[src/rtl/instr_cycle_sequencer.sv]
// Instruction cycle sequencer: steps through the 5/7/12-cycle instruction timing and tracks the halted state.
// Optional retired-instruction counter is compiled in when INSTR_CYCLE_TRACE_EN is defined.
module instr_cycle_sequencer (
  input  logic        clk,
  input  logic        reset_n,
  input  logic        clk_en,
  input  logic        start,
  input  logic [1:0]  length,
  input  logic        halt,
  input  logic        wake,
  output logic [1:0]  phase,
  output logic        step,
  output logic [3:0]  cycle,
  output logic        busy,
  output logic        done,
  output logic        halted,
  output logic [15:0] retired_count
);

  localparam int unsigned LEN_W = 2;
  localparam int unsigned CYC_W = 4;
  localparam int unsigned CNT_W = 16;

  localparam logic [1:0] PH_NONE  = 2'd0;
  localparam logic [1:0] PH_FETCH = 2'd1;
  localparam logic [1:0] PH_WRITE = 2'd2;

  typedef enum logic [1:0] {
    ST_IDLE   = 2'd0,
    ST_RUN    = 2'd1,
    ST_HALTED = 2'd2
  } state_e;

  state_e           state_q, state_d;
  logic [CYC_W-1:0] cycle_q, cycle_d;
  logic [LEN_W-1:0] len_q,   len_d;
  logic [CYC_W-1:0] last_cyc;
  logic             is_last;

  // Total cycle count of the latched instruction; the reserved encoding runs as CYCLE5.
  always_comb begin
    last_cyc = CYC_W'(5);
    case (len_q)
      2'd1:    last_cyc = CYC_W'(7);
      2'd2:    last_cyc = CYC_W'(12);
      default: last_cyc = CYC_W'(5);
    endcase
  end

  assign is_last = (cycle_q == last_cyc);

  // Status decode from the held state.
  always_comb begin
    busy   = (state_q == ST_RUN);
    halted = (state_q == ST_HALTED);
    done   = busy && is_last;
    cycle  = cycle_q;
    step   = busy && (len_q == 2'd2) && (cycle_q >= CYC_W'(7));
    phase  = PH_NONE;
    if (busy) begin
      if (len_q == 2'd2) begin
        if ((cycle_q == CYC_W'(2)) || (cycle_q == CYC_W'(7))) begin
          phase = PH_FETCH;
        end else if ((cycle_q == CYC_W'(6)) || (cycle_q == CYC_W'(11))) begin
          phase = PH_WRITE;
        end
      end else begin
        if (cycle_q == CYC_W'(2)) begin
          phase = PH_FETCH;
        end else if (cycle_q == (last_cyc - CYC_W'(1))) begin
          phase = PH_WRITE;
        end
      end
    end
  end

  // Next-state logic; nothing moves on a disabled edge.
  always_comb begin
    state_d = state_q;
    cycle_d = cycle_q;
    len_d   = len_q;
    if (clk_en) begin
      case (state_q)
        ST_IDLE: begin
          if (start) begin
            state_d = ST_RUN;
            len_d   = length;
            cycle_d = CYC_W'(1);
          end else if (halt) begin
            state_d = ST_HALTED;
          end
        end
        ST_RUN: begin
          if (is_last) begin
            if (start) begin
              len_d   = length;
              cycle_d = CYC_W'(1);
            end else begin
              state_d = ST_IDLE;
              cycle_d = '0;
            end
          end else begin
            cycle_d = cycle_q + CYC_W'(1);
          end
        end
        ST_HALTED: begin
          if (wake) begin
            state_d = ST_IDLE;
          end
        end
        default: begin
          state_d = ST_IDLE;
          cycle_d = '0;
        end
      endcase
    end
  end

  always_ff @(posedge clk) begin
    if (!reset_n) begin
      state_q <= ST_IDLE;
      cycle_q <= '0;
      len_q   <= '0;
    end else begin
      state_q <= state_d;
      cycle_q <= cycle_d;
      len_q   <= len_d;
    end
  end

`ifdef INSTR_CYCLE_TRACE_EN
  logic [CNT_W-1:0] retired_q, retired_d;

  // Counts completed instructions; wraps naturally at 16 bits.
  always_comb begin
    retired_d = retired_q;
    if (clk_en && done) begin
      retired_d = retired_q + CNT_W'(1);
    end
  end

  always_ff @(posedge clk) begin
    if (!reset_n) begin
      retired_q <= '0;
    end else begin
      retired_q <= retired_d;
    end
  end

  assign retired_count = retired_q;
`else
  assign retired_count = CNT_W'(0);
`endif

endmodule

[config.mk]
export PLATFORM = sky130hd
export DESIGN_NAME = instr_cycle_sequencer
export DESIGN_NICKNAME = d
export VERILOG_FILES = /design/src/rtl/instr_cycle_sequencer.sv
export SDC_FILE = /design/constraint.sdc
export NUM_CORES = 1
export LEC_CHECK = 0
export CAP_MARGIN = 20
export CORE_AREA = 2 2 49 60
export CTS_BUF_LIST = sky130_fd_sc_hd__clkbuf_8
export CTS_CLUSTER_DIAMETER = 120
export DETAILED_ROUTE_END_ITERATION = 6
export DIE_AREA = 0 0 51 62
export SLEW_MARGIN = 10
export SYNTH_ARGS = -nofsm -noshare
export SYNTH_HDL_FRONTEND = slang
export SYNTH_SLANG_ARGS = --single-unit
[constraint.sdc]
create_clock -name clk -period 1.7 [get_ports clk]
set_clock_uncertainty 0.2 [all_clocks]
set_input_delay 0.255 -clock clk [delete_from_list [all_inputs] [get_ports clk]]
set_output_delay 0.255 -clock clk [all_outputs]
set_load 0.05 [all_outputs]
# Word-level counts from Yosys, hierarchy flattened

Index checks and enable logic that the tools add are counted.
W data, S select, Z words.

Bits in registers: 8
Input bits: 8

$add $sub $neg: 2
Magnitude comparators: 1
Equal/unequal tests: 15
Muxes and demuxes: 20
Bitwise gates (word level): 1
Reduce and logical (&&, ||, !) cells: 10

Operators by type and width:

| kind                  | number |
|---|---|
| $mux W2               | 13 |
| $pmux W4 S3           | 1 |
| $eq A4 B3 Y1 const B  | 2 |
| $eq A4 B4 Y1          | 2 |
| $mux W4               | 2 |
| $pmux W4 S2           | 1 |
| $ne A2 B2 Y1 const B  | 3 |
| $pmux W2 S3           | 1 |
| $reduce_and A3 Y1     | 2 |
| $reduce_and A5 Y1     | 1 |
| $add A4 B1 Y4 const B | 1 |
| $eq A2 B1 Y1 const B  | 2 |
| $eq A2 B2 Y1 const B  | 2 |
| $eq A4 B2 Y1 const B  | 1 |
| $eq A4 B4 Y1 const B  | 1 |
| $ge A4 B3 Y1 const B  | 1 |
| $pmux W2 S2           | 1 |
| $sub A4 B1 Y4 const B | 1 |
| $logic_and A1 B1 Y1   | 3 |
| $ne A3 B3 Y1 const B  | 1 |
| $logic_not A2 Y1      | 1 |
| $logic_or A1 B1 Y1    | 2 |
| $ne A2 B1 Y1 const B  | 1 |
| $reduce_bool A2 Y1    | 1 |
| 2 further kinds       | 2 |

# Depth between registers and ports, before layout

Gate-level depths: netlist of run 1.

Word-level depth: 8
Gate-level depth with buffers: 6
Mapped depth without buffers: 6

# Least setup slack after synthesis of run 1

OpenSTA, ideal clock, no wires.

Kind: register -> output
Start point: register cycle_q[1] (netlist: cycle[1])
End point: output port phase[1]
Data arrival time: 2490 ps
Data required time: 1245 ps
Setup slack: -1245 ps
Cell stages (with the launch flop): 5
Cells stage by stage: dfxtp_1 -> ha_1 -> nor4b_1 -> a31oi_1 -> a211oi_1

Word-level cells in the longest chain between the ends: 6

RTL lines:

| element                                             | RTL line | RTL |
|---|---|---|
| start: declaration                                  | 35       | `logic [CYC_W-1:0] cycle_q, cycle_d;` |
| start signal: assignment                            | 126      | `cycle_q <= cycle_d;` |
| $eq A4 B3 Y1 / $eq A4 B4 Y1 (equally long branches) | 64       | `end else if ((cycle_q == CYC_W'(6)) \|\| (cycle_q == CYC_W'(11))) begin` |
| $logic_or A1 B1 Y1                                  | 64       |  |
| $mux W2                                             | 64       |  |
| $mux W2                                             | 62       | `if ((cycle_q == CYC_W'(2)) \|\| (cycle_q == CYC_W'(7))) begin` |
| $mux W2 (*)                                         | 61       | `if (len_q == 2'd2) begin` |
| $mux W2 (*)                                         | 60       | `if (busy) begin` |
| end: declaration                                    | 11       | `output logic [1:0] phase,` |

Every way passes the cells marked *; elsewhere a longest branch is shown, timed or not.

# Worst setup path after layout of run 1

Start point: register cycle_q[0] (netlist: cycle[0])
End point: output port phase[1]

Same word-level chain as after synthesis.

==> key figures, run 1 <==
Status
  • Status: finished with violations
  • Violations in the final reports: setup timing

Drt
  • DRC errors left: 0
  • Routed Antenna Nets: 0
  • Mean number of vias per cell: 4.53
  • Vias: 783
  • First drt pass iteration count: 3
  • Total length of routed wires: 2.00 mm
  • Final routed wire length divided by cell count: ~12 µm
  • Detailed router's first-iteration violation count: 9

Floorplanning
  • Area of the die: 3160 µm²
  • Effective utilization at floorplan: 28.7%
  • Number of cell rows: 21
  • Height of the chip: 62 µm
  • Boundary pin count: 34
  • Die width: 51 µm
  • Core area: roughly 2700 µm²

Cells and area
  • Count of antenna diodes in the layout: 0
  • Share of layout cells above drive strength 1: between 50% and 60%
  • Filler Cell Count: 239
  • Layout Cell Area excl Fill: 1430 µm²
  • Final nets: around 150
  • Layout overhead on the synthesized area: 87.7%
  • Final std cells w/o fill: 173
  • Utilization after layout: 53.9%

Synth
  • Seq/Total Area, Yosys: between 20% and 30%
  • Number of register bits inferred by synthesis: 8
  • Share of the synthesized area in the top cell type: between 20% and 30%
  • Number of flops mapped to enable cells by yosys: 0
  • Most used DFF post-synth: dfxtp_1
  • Count of synthesis-stage warnings from yosys: 0
  • Mean instance size in the synthesized netlist: between 8 and 9 µm²
  • Largest area contributor in the synthesized netlist: dfxtp_1
  • Cell count after synthesis: 95
  • Distinct cell type count of the synthesized netlist: 40
  • Leading cell types by total area after synthesis: dfxtp_1, buf_4, ha_1
  • Most used standard cell by instance count after synthesis: buf_4
  • Most frequent cells after synthesis: buf_4, dfxtp_1, nand2_1
  • Fraction of registers with async set/reset: 0%
  • Cell Area, Synth: approximately 760 µm²

Global routing
  • Number of global-route vias before repair: 695
  • Pin count of the biggest net entering global routing: 9
  • All-Layer GR Usage: between 10% and 20%
  • Wire length of the first global-routing pass: 3.11 mm
  • Total grt overflow: 0
  • Number of antenna violations at the first check in global routing: 0

Clocking
  • CTS tree: done
  • CTS Root Buffer Type: clkbuf_8
  • Hold-fix buffers at CTS: 0
  • TritonCTS buffer count: 3
  • Clock slew at the register clock pins of the worst setup and hold paths: 0.05 ns
  • Clk sinks: 8
  • Insertion delay to the later sink of the worst-skew pair: 0.23 ns
  • Clock Tree Buf Depth: 2
  • # H-tree levels: 1

Timing
  • Time the final worst path needs with I/O delays and setup: approximately 2 ns
  • Number of setup violations in the final report: 5
  • Part of the cycle the worst path needs: 114%
  • Final Hold Viols: 0
  • Worst hold slack across all endpoints: 0.304 ns
  • Worst Slack Setup Final: -0.246 ns
  • Final sum of negative setup slack: -0.859 ns
  • Highest attainable clock frequency: 0.514 GHz
  • Setup repair after global routing missed its margin: true
  • Total count of max-transition violations in the final report: 0

Power and ir drop
  • IR drop worst, VDD: 0.000301 V
  • Final Total Pwr: 0.724 mW
  • Share of total power in sequential cells: 28.4%
  • Sw Share: around 37%
  • Areal power density over the cells: 506 nW/µm²
  • Logic pwr share: 39.9%
  • Pleak: 0.570 nW
  • Internal: 0.457 mW
  • Clock group share of total power: 31.7%
  • Switching power summed over all nets: 0.267 mW

Placement
  • Final RePlAce weighted congestion: 0.792
  • Total half-perimeter wirelength after legalization and detailed placement: 1.53 mm
  • Number of instances in the placed design: 163
  • Port buffer count: 17
  • Placement Cell Area: 1260 µm²
  • Worst setup timing slack at the placement stage: -0.154 ns

Critical path
  • Nature of the critical path startpoint: flop
  • Number of cell instances on the worst register-to-register path: 8
  • Required time reported for the critical path endpoint: about 1.2 ns
  • Worst path cell trace: ha_4, nor4b_2, a31oi_1, a211oi_4, buf_12
  • Critical Path Sink Type: output pin
  • Critical path type: reg -> out
  • Worst Path Max Fanout: 5
  • Setup slack, reg-to-reg: -0.01 ns
  • Critical path's slowest cell: dfxtp_4
  • Slowest Stage Delay on Critical Path: 0.37 ns
  • Arrival time of the worst setup path: approximately 1.5 ns

Hold path
  • Hold path depth: 2
  • Worst hold path type: reg -> reg

Job
  • Max-cap violation count: 0
## cells in the final DEF, fill, tap and decap left out, types with 2 or more instances in the layout
master           netlist  layout
inv_1                  7       4
buf_4                 16      23
clkbuf_8               0       3
dfxtp_2                0       2
nor2b_1                2       2
ha_4                   0       4
nand2_2                1       2
a21oi_2                1       2
clkdlybuf4s50_1        0       7
buf_6                  1       4
nor2_1                 6       4
a21oi_1                6       4
nand2_1                8       6
mux2i_1                3       3
nor3_2                 1       2
nor2_4                 0       2
buf_12                 0      10
conb_1                 1      16
a31oi_1                2       2
dfxtp_4                0       5
inv_2                  1       2
## worst max-delay path, delay by kind of cell, from the launching register on
| kind | cells | cell delay [ns] |
|---|---|---|
| buf+inv | 1 | 0.17 |
| compound gates | 2 | 0.36 |
| fa+ha+maj | 1 | 0.17 |
| simple gates | 1 | 0.20 |
| flops | 1 | 0.37 |
## final timing paths
kind / startpoint / to
worst max-delay path: cycle[0] / phase[1]
worst min register to register: len_q[1] / len_q[1]
worst min-delay path: len_q[1] / len_q[1]
worst max register to register: len_q[0] / cycle[0]
## cell type report
class | count | area, µm² | area share, %
Clock buffer | 3 | 41.3 | 2.89
Multi-Input combinational cell | 76 | 641 | 44.8
Timing Repair Buffer | 44 | 488 | 34.1
Inverter | 8 | 36.3 | 2.54
Tap cell | 34 | 42.5 | 2.97
Sequential cell | 8 | 181 | 12.7
## timing repair
| action | 4_1_cts | 5_1_grt |
|---|---|---|
| pin swaps | 12 | 3 |
| setup buffers | 7 | 2 |
| endpoints found under the setup margin | 12 | 10 |
| gates resized for setup | 19 | 2 |
## cell families (layout without fill, tap and decap cells)
kind of cell | count (synthesis) | after routing | share of synthesized area (%)
simple gates | 33 | 33 | 26.1
buf+inv | 26 | 55 | 21.8
compound gates | 18 | 18 | 17.7
flops | 8 | 8 | 21.0
fa+ha+maj | 4 | 4 | 6.57
mux | 3 | 3 | 3.94
xor+xnor | 2 | 2 | 2.30
other cells | 1 | 16 | 0.492
## registers in the layout (all words and copies together) (netlist names)
name,cells
len_q,2
state_q,2
cycle,4
## per-layer routing
layer | wire (µm) | track usage, % | up-vias
li1 | - | - | 391
met1 | 822 | 15.0 | 370
met2 | 1080 | 25.8 | 20
met3 | 66 | 1.67 | 2
met4 | 27 | 5.79 | 0
met5 | 0 | 0 | -
## power groups by stage
stage                     clock network (mW)  logic (mW)  registers [mW]
after global routing                   0.245       0.305           0.207
after global placement                     0       0.256           0.208
after CTS                              0.233       0.288           0.205
after detailed placement                   0       0.259           0.208
after floorplan                            0       0.190           0.214
final                                  0.230       0.289           0.205
(Power assumes the default switching activity.)
==> run 2, diff against run 1 <==
CORE_AREA = 2 2 44 55   (was 2 2 49 60)
DIE_AREA = 0 0 46 57   (was 0 0 51 62)
PLACE_DENSITY = 0.74   (was default)
==> key figures, run 2 (synthesized netlist as in run 1, its figures left out) <==
Critical path
  • Critical Path Sink Type: output pin (unchanged)
  • Setup slack, reg-to-reg: -0.16 ns (was -0.01 ns)
  • Worst Path Max Fanout: 5 (unchanged)
  • Arrival time of the worst setup path: 1.54 ns (was 1.49 ns)
  • Crit Reg-Reg Endpoint: len_q[1] (was cycle[0])
  • Nature of the critical path startpoint: flop (unchanged)
  • Number of cell instances on the worst register-to-register path: 7 (was 8)
  • Critical register-to-register path startpoint: len_q[0] (unchanged)
  • Required time reported for the critical path endpoint: 1.24 ns (about the same)
  • CP endpoint: phase[1] (unchanged)
  • Critical path type: reg -> out (unchanged)
  • CP Launch Point: cycle[0] (unchanged)

Global routing
  • Number of global-route vias before repair: 728 (was 695)
  • Number of antenna violations at the first check in global routing: 0 (unchanged)
  • Layer with the highest usage: met2 (unchanged)
  • Total grt overflow: 0 (unchanged)
  • Pin count of the biggest net entering global routing: 9 (unchanged)
  • Met2 track demand over resource: 33.7% (was 25.8%)
  • All-Layer GR Usage: 19.5% (was 13.4%)
  • Met3 track utilization from global routing: 2.85% (was 1.67%)
  • Wire length of the first global-routing pass: 3.59 mm (was 3.11 mm)
  • Met1 usage: 22.1% (was 15.0%)

Hold path
  • Worst hold path type: reg -> reg (unchanged)

Drt
  • Vias: 793 (was 783)
  • First drt pass iteration count: 4 (was 3)
  • DRC errors left: 0 (unchanged)
  • Mean number of vias per cell: 4.96 (was 4.53)
  • Routed Antenna Nets: 0 (unchanged)
  • Total length of routed wires: 2.29 mm (was 2.00 mm)
  • Final routed wire length divided by cell count: 14.3 µm (was 11.5 µm)
  • Detailed router's first-iteration violation count: 30 (was 9)

Power and ir drop
  • Logic pwr share: 39.5% (was 39.9%)
  • Share of total power in sequential cells: 27.7% (was 28.4%)
  • Switching power summed over all nets: 0.285 mW (was 0.267 mW)
  • Final Total Pwr: 0.748 mW (was 0.724 mW)
  • IR drop worst, VDD: 0.000311 V (was 0.000301 V)
  • Areal power density over the cells: 523 nW/µm² (was 506 nW/µm²)
  • Clock group share of total power: 32.8% (was 31.7%)
  • Internal: 0.463 mW (was 0.457 mW)
  • Pleak: 0.573 nW (was 0.570 nW)
  • Sw Share: 38.1% (was 36.8%)

Cells and area
  • Commonest cells after routing, fill and taps aside: buf_4, conb_1, buf_12, clkdlybuf4s50_1, nand2_1 (unchanged)
  • Share of layout cells above drive strength 1: 55.4% (was 53.2%)
  • Utilization after layout: 66.9% (was 53.9%)
  • Final nets: 152 (was 153)
  • Largest register FFs: 4 (unchanged)
  • Final std cells w/o fill: 160 (was 173)
  • Count of antenna diodes in the layout: 0 (unchanged)
  • Layout overhead on the synthesized area: 87.8% (was 87.7%)
  • Layout Cell Area excl Fill: 1430 µm² (about the same)
  • Most common cell after layout, fill and taps aside: buf_4 (unchanged)

Placement
  • Final RePlAce weighted congestion: 0.861 (was 0.792)
  • Port buffer count: 17 (unchanged)
  • Placement Cell Area: 1210 µm² (was 1260 µm²)
  • Total half-perimeter wirelength after legalization and detailed placement: 1.41 mm (was 1.53 mm)
  • Number of instances in the placed design: 148 (was 163)
  • Worst setup timing slack at the placement stage: -0.208 ns (was -0.154 ns)

Clocking
  • Hold-fix buffers at CTS: 0 (unchanged)
  • TritonCTS buffer count: 3 (unchanged)
  • Insertion delay to the later sink of the worst-skew pair: 0.24 ns (was 0.23 ns)
  • CTS Root Buffer Type: clkbuf_8 (unchanged)
  • Clock Tree Buf Depth: 2 (unchanged)
  • Clk sinks: 8 (unchanged)
  • CTS tree: done (unchanged)
  • # H-tree levels: 1 (unchanged)
  • Clock slew at the register clock pins of the worst setup and hold paths: 0.04 ns (was 0.05 ns)

Floorplanning
  • Effective utilization at floorplan: 35.6% (was 28.7%)
  • Height of the chip: 57 µm (was 62 µm)
  • Area of the die: 2620 µm² (was 3160 µm²)
  • Boundary pin count: 34 (unchanged)
  • Core area: 2140 µm² (was 2650 µm²)
  • Die width: 46 µm (was 51 µm)
  • Number of cell rows: 19 (was 21)

Status
  • Status: finished with violations (unchanged)
  • Violations in the final reports: setup timing (unchanged)

Timing
  • Final sum of negative setup slack: -1.50 ns (was -0.859 ns)
  • Worst Slack Setup Final: -0.297 ns (was -0.246 ns)
  • Setup repair after global routing missed its margin: true (unchanged)
  • Worst hold slack across all endpoints: 0.368 ns (was 0.304 ns)
  • Number of setup violations in the final report: 11 (was 5)
  • Highest attainable clock frequency: 0.501 GHz (was 0.514 GHz)
  • Part of the cycle the worst path needs: 117% (was 114%)
  • Final Hold Viols: 0 (unchanged)
  • Total count of max-transition violations in the final report: 0 (unchanged)
  • Time the final worst path needs with I/O delays and setup: 2.00 ns (was 1.95 ns)

Job
  • Max-cap violation count: 0 (unchanged)
run 2: power groups by stage:
stage | Combinational, mW | Clock [mW] | Sequential (mW)
after floorplan | 0.190 | 0 | 0.214
after global placement | 0.254 | 0 | 0.209
after CTS | 0.286 | 0.246 | 0.205
after global routing | 0.310 | 0.260 | 0.208
after detailed placement | 0.258 | 0 | 0.209
final | 0.296 | 0.246 | 0.207
run 2: layout make-up:
type,instances,area (µm²)
Fill cell,162,708
Multi-Input combinational cell,76,664
Timing Repair Buffer,43,480
Sequential cell,8,179
Clock buffer,3,41.3
Inverter,8,36.3
Tap cell,21,26.3
Clock inverter,1,3.75
run 2: critical path, cell delays in order, from the launching register on:
cell and delay [ns]:
dfxtp_4 0.37, inv_4 0.07, ha_4 0.14, nor4b_4 0.20, a31oi_2 0.08, a211oi_4 0.27, buf_12 0.17
run 2: worst min path at each step:
stage / from / end / slack, ns / cells past startpoint
5_1_grt: len_q[1] / len_q[1] / 0.38 / 2
3_5_place_dp: len_q[0] / len_q[0] / 0.27 / 2
6_report: len_q[1] / len_q[1] / 0.37 / 2
4_1_cts: len_q[1] / len_q[1] / 0.37 / 2
2_1_floorplan: clk_en / state_q[0] / 0.17 / 1
3_3_place_gp: len_q[1] / len_q[1] / 0.27 / 2
run 2: per-layer routing:
layer  wire, µm  vias to the layer above
met5          0                        -
met4         57                        0
met3        119                        7
met2       1210                       38
met1        900                      362
li1           -                      386
run 2: what timing repair did:
item,in CTS,in global routing
pin swaps,13,2
endpoints found under the hold margin,0,0
setup endpoints to repair,13,12
gates resized for setup,20,4
buffers inserted,7,1
==> run 3, diff against run 2 <==
PLACE_DENSITY = 0.86   (was 0.74)
==> key figures, run 3 (synthesized netlist as in run 1, its figures left out) <==
Cells and area
  • Count of antenna diodes in the layout: 0 (unchanged)
  • Area of the multi-input gates: 681 µm² (was 664 µm²)
  • Share of layout cells above drive strength 1: 56.1% (was 55.4%)
  • Filler Cell Count: 159 (was 162)
  • Layout overhead on the synthesized area: 90.6% (was 87.8%)
  • Largest register FFs: 4 (unchanged)
  • FF/Latch Area: 184 µm² (was 179 µm²)
  • Commonest cells after routing, fill and taps aside: buf_4, conb_1, buf_12, clkdlybuf4s50_1 (was buf_4, conb_1, buf_12, clkdlybuf4s50_1, nand2_1)
  • Layout Cell Area excl Fill: 1450 µm² (was 1430 µm²)
  • Most common cell after layout, fill and taps aside: buf_4 (unchanged)
  • Final nets: 152 (unchanged)
  • Utilization after layout: 67.9% (was 66.9%)

Timing
  • Worst hold slack across all endpoints: 0.308 ns (was 0.368 ns)
  • Part of the cycle the worst path needs: 116% (was 117%)
  • Highest attainable clock frequency: 0.505 GHz (was 0.501 GHz)
  • Final Hold Viols: 0 (unchanged)
  • Number of setup violations in the final report: 8 (was 11)
  • Time the final worst path needs with I/O delays and setup: 1.98 ns (was 2.00 ns)
  • Total count of max-transition violations in the final report: 0 (unchanged)
  • Worst Slack Setup Final: -0.280 ns (was -0.297 ns)
  • Setup repair after global routing missed its margin: true (unchanged)

Drt
  • Routed length on met2: 1.15 mm (was 1.21 mm)
  • Total length of routed wires: 2.10 mm (was 2.29 mm)
  • First drt pass iteration count: 4 (unchanged)
  • Mean number of vias per cell: 4.85 (was 4.96)
  • Routed Antenna Nets: 0 (unchanged)
  • Detailed router's first-iteration violation count: 17 (was 30)
  • Met1 routed wirelength after detailed routing: 861 µm (was 900 µm)
  • Final routed wire length divided by cell count: 13.1 µm (was 14.3 µm)
  • Vias: 776 (was 793)
  • Topmost layer with routed signal wires: met4 (unchanged)
  • Total met3 wirelength after detailed routing: 72 µm (was 119 µm)
  • DRC errors left: 0 (unchanged)

Global routing
  • Wire length of the first global-routing pass: 3.24 mm (was 3.59 mm)
  • Total grt overflow: 0 (unchanged)
  • Number of global-route vias before repair: 734 (was 728)
  • Number of antenna violations at the first check in global routing: 0 (unchanged)
  • All-Layer GR Usage: 16.6% (was 19.5%)
  • Pin count of the biggest net entering global routing: 9 (unchanged)

Critical path
  • Number of cell instances on the worst register-to-register path: 7 (unchanged)
  • Arrival time of the worst setup path: 1.53 ns (was 1.54 ns)
  • Cell class contributing the biggest share of worst-path delay: flip-flops (unchanged)
  • Critical path's slowest cell: dfxtp_2 (was dfxtp_4)
  • Required time reported for the critical path endpoint: 1.24 ns (about the same)
  • Critical path type: reg -> out (unchanged)
  • Slowest Stage Delay on Critical Path: 0.34 ns (was 0.37 ns)
  • Nature of the critical path startpoint: flop (unchanged)
  • Crit Reg-Reg Endpoint: cycle[0] (was len_q[1])
  • Setup slack, reg-to-reg: -0.05 ns (was -0.16 ns)
  • Count of buffering cells on the critical path with inverters included: 2 (unchanged)
  • Worst path cell trace: inv_2, ha_4, xor2_1, a21oi_2, a211oi_4, buf_12 (was inv_4, ha_4, nor4b_4, a31oi_2, a211oi_4, buf_12)
  • Critical Path Sink Type: output pin (unchanged)
  • Critical register-to-register path startpoint: len_q[0] (unchanged)
  • Worst Path Max Fanout: 2 (was 5)

Clocking
  • Clock Tree Buf Depth: 2 (unchanged)
  • Clk sinks: 8 (unchanged)
  • CTS Root Buffer Type: clkbuf_8 (unchanged)
  • TritonCTS buffer count: 3 (unchanged)
  • Clock slew at the register clock pins of the worst setup and hold paths: 0.04 ns (about the same)
  • # H-tree levels: 1 (unchanged)
  • CTS tree: done (unchanged)
  • Insertion delay to the later sink of the worst-skew pair: 0.23 ns (was 0.24 ns)

Floorplanning
  • Area of the die: 2620 µm² (unchanged)
  • Effective utilization at floorplan: 35.6% (unchanged)
  • Height of the chip: 57 µm (unchanged)
  • Number of cell rows: 19 (unchanged)
  • Core area: 2140 µm² (unchanged)
  • Boundary pin count: 34 (unchanged)
  • Die width: 46 µm (unchanged)

Hold path
  • Capture endpoint of the worst hold path: len_q[1] (unchanged)
  • Launch point of the worst hold path: len_q[1] (unchanged)
  • Hold path depth: 2 (unchanged)
  • Worst hold path type: reg -> reg (unchanged)

Power and ir drop
  • Final Total Pwr: 0.743 mW (was 0.748 mW)
  • Areal power density over the cells: 512 nW/µm² (was 523 nW/µm²)
  • IR drop worst, VDD: 0.000513 V (was 0.000311 V)
  • Pleak: 0.570 nW (was 0.573 nW)

Placement
  • Port buffer count: 17 (unchanged)
  • Final RePlAce weighted congestion: 0.846 (was 0.861)
  • Placement Cell Area: 1230 µm² (was 1210 µm²)
  • Total half-perimeter wirelength after legalization and detailed placement: 1.44 mm (was 1.41 mm)

Status
  • Status: finished with violations (unchanged)
  • Violations in the final reports: setup timing (unchanged)

Job
  • Max-cap violation count: 0 (unchanged)
==> run 3: what timing repair did <==
action | CTS | global route
setup buffers | 5 | 1
hold buffers | 0 | 0
endpoints found under the setup margin | 12 | 12
gates resized for setup | 21 | 8
pin swaps | 13 | 4
==> run 3: area by class of cell <==
type                            instances  area share [%]
Clock buffer                            3            2.84
Clock inverter                          1           0.258
Inverter                                8            2.50
Multi-Input combinational cell         76            46.9
Sequential cell                         8            12.7
Tap cell                               21            1.81
Timing Repair Buffer                   43            33.1
==> run 3: worst max-delay path by stage <==
stage	cells past startpoint	to	startpoint	slack (ns)
after floorplan	4	phase[1]	cycle[1]	-0.19
after global placement	6	done	len_q[0]	-0.08
after detailed placement	6	done	len_q[0]	-0.15
after CTS	5	phase[1]	cycle[1]	-0.28
after global routing	6	phase[1]	cycle[0]	-0.32
final	6	phase[1]	len_q[0]	-0.28
==> run 3: power breakdown <==
group | switching [mW] | internal [mW]
Clock | 0.0799 | 0.157
Combinational | 0.182 | 0.119
Sequential | 0.0140 | 0.192
Total | 0.276 | 0.467
==> run 3: worst reg2reg max path: cells and delay by family, from the launching register on <==
family | cells | cell delay, ns
adder cells (fa/ha/maj) | 1 | 0.18
flip-flops | 1 | 0.34
AND/OR/NAND/NOR | 3 | 0.45
AO/OA/AOI/OAI | 1 | 0.22
buffers and inverters | 2 | 0.24
==> run 3: per-layer routing <==
metal,up-vias,track usage (%)
li1,387,-
met1,364,18.2
met2,23,30.8
met3,2,3.16
met4,0,4.90
met5,-,0
==> run 3: stage by stage <==
stage	setup slack, ns	cells	setup TNS (ns)
CTS	-0.276	159	-0.699
global route	-0.325	160	-1.33
global placement	-0.0788	150	-0.334
detailed placement	-0.150	150	-0.893
floorplan	-0.186	110	-0.543
finish	-0.280	160	-0.801
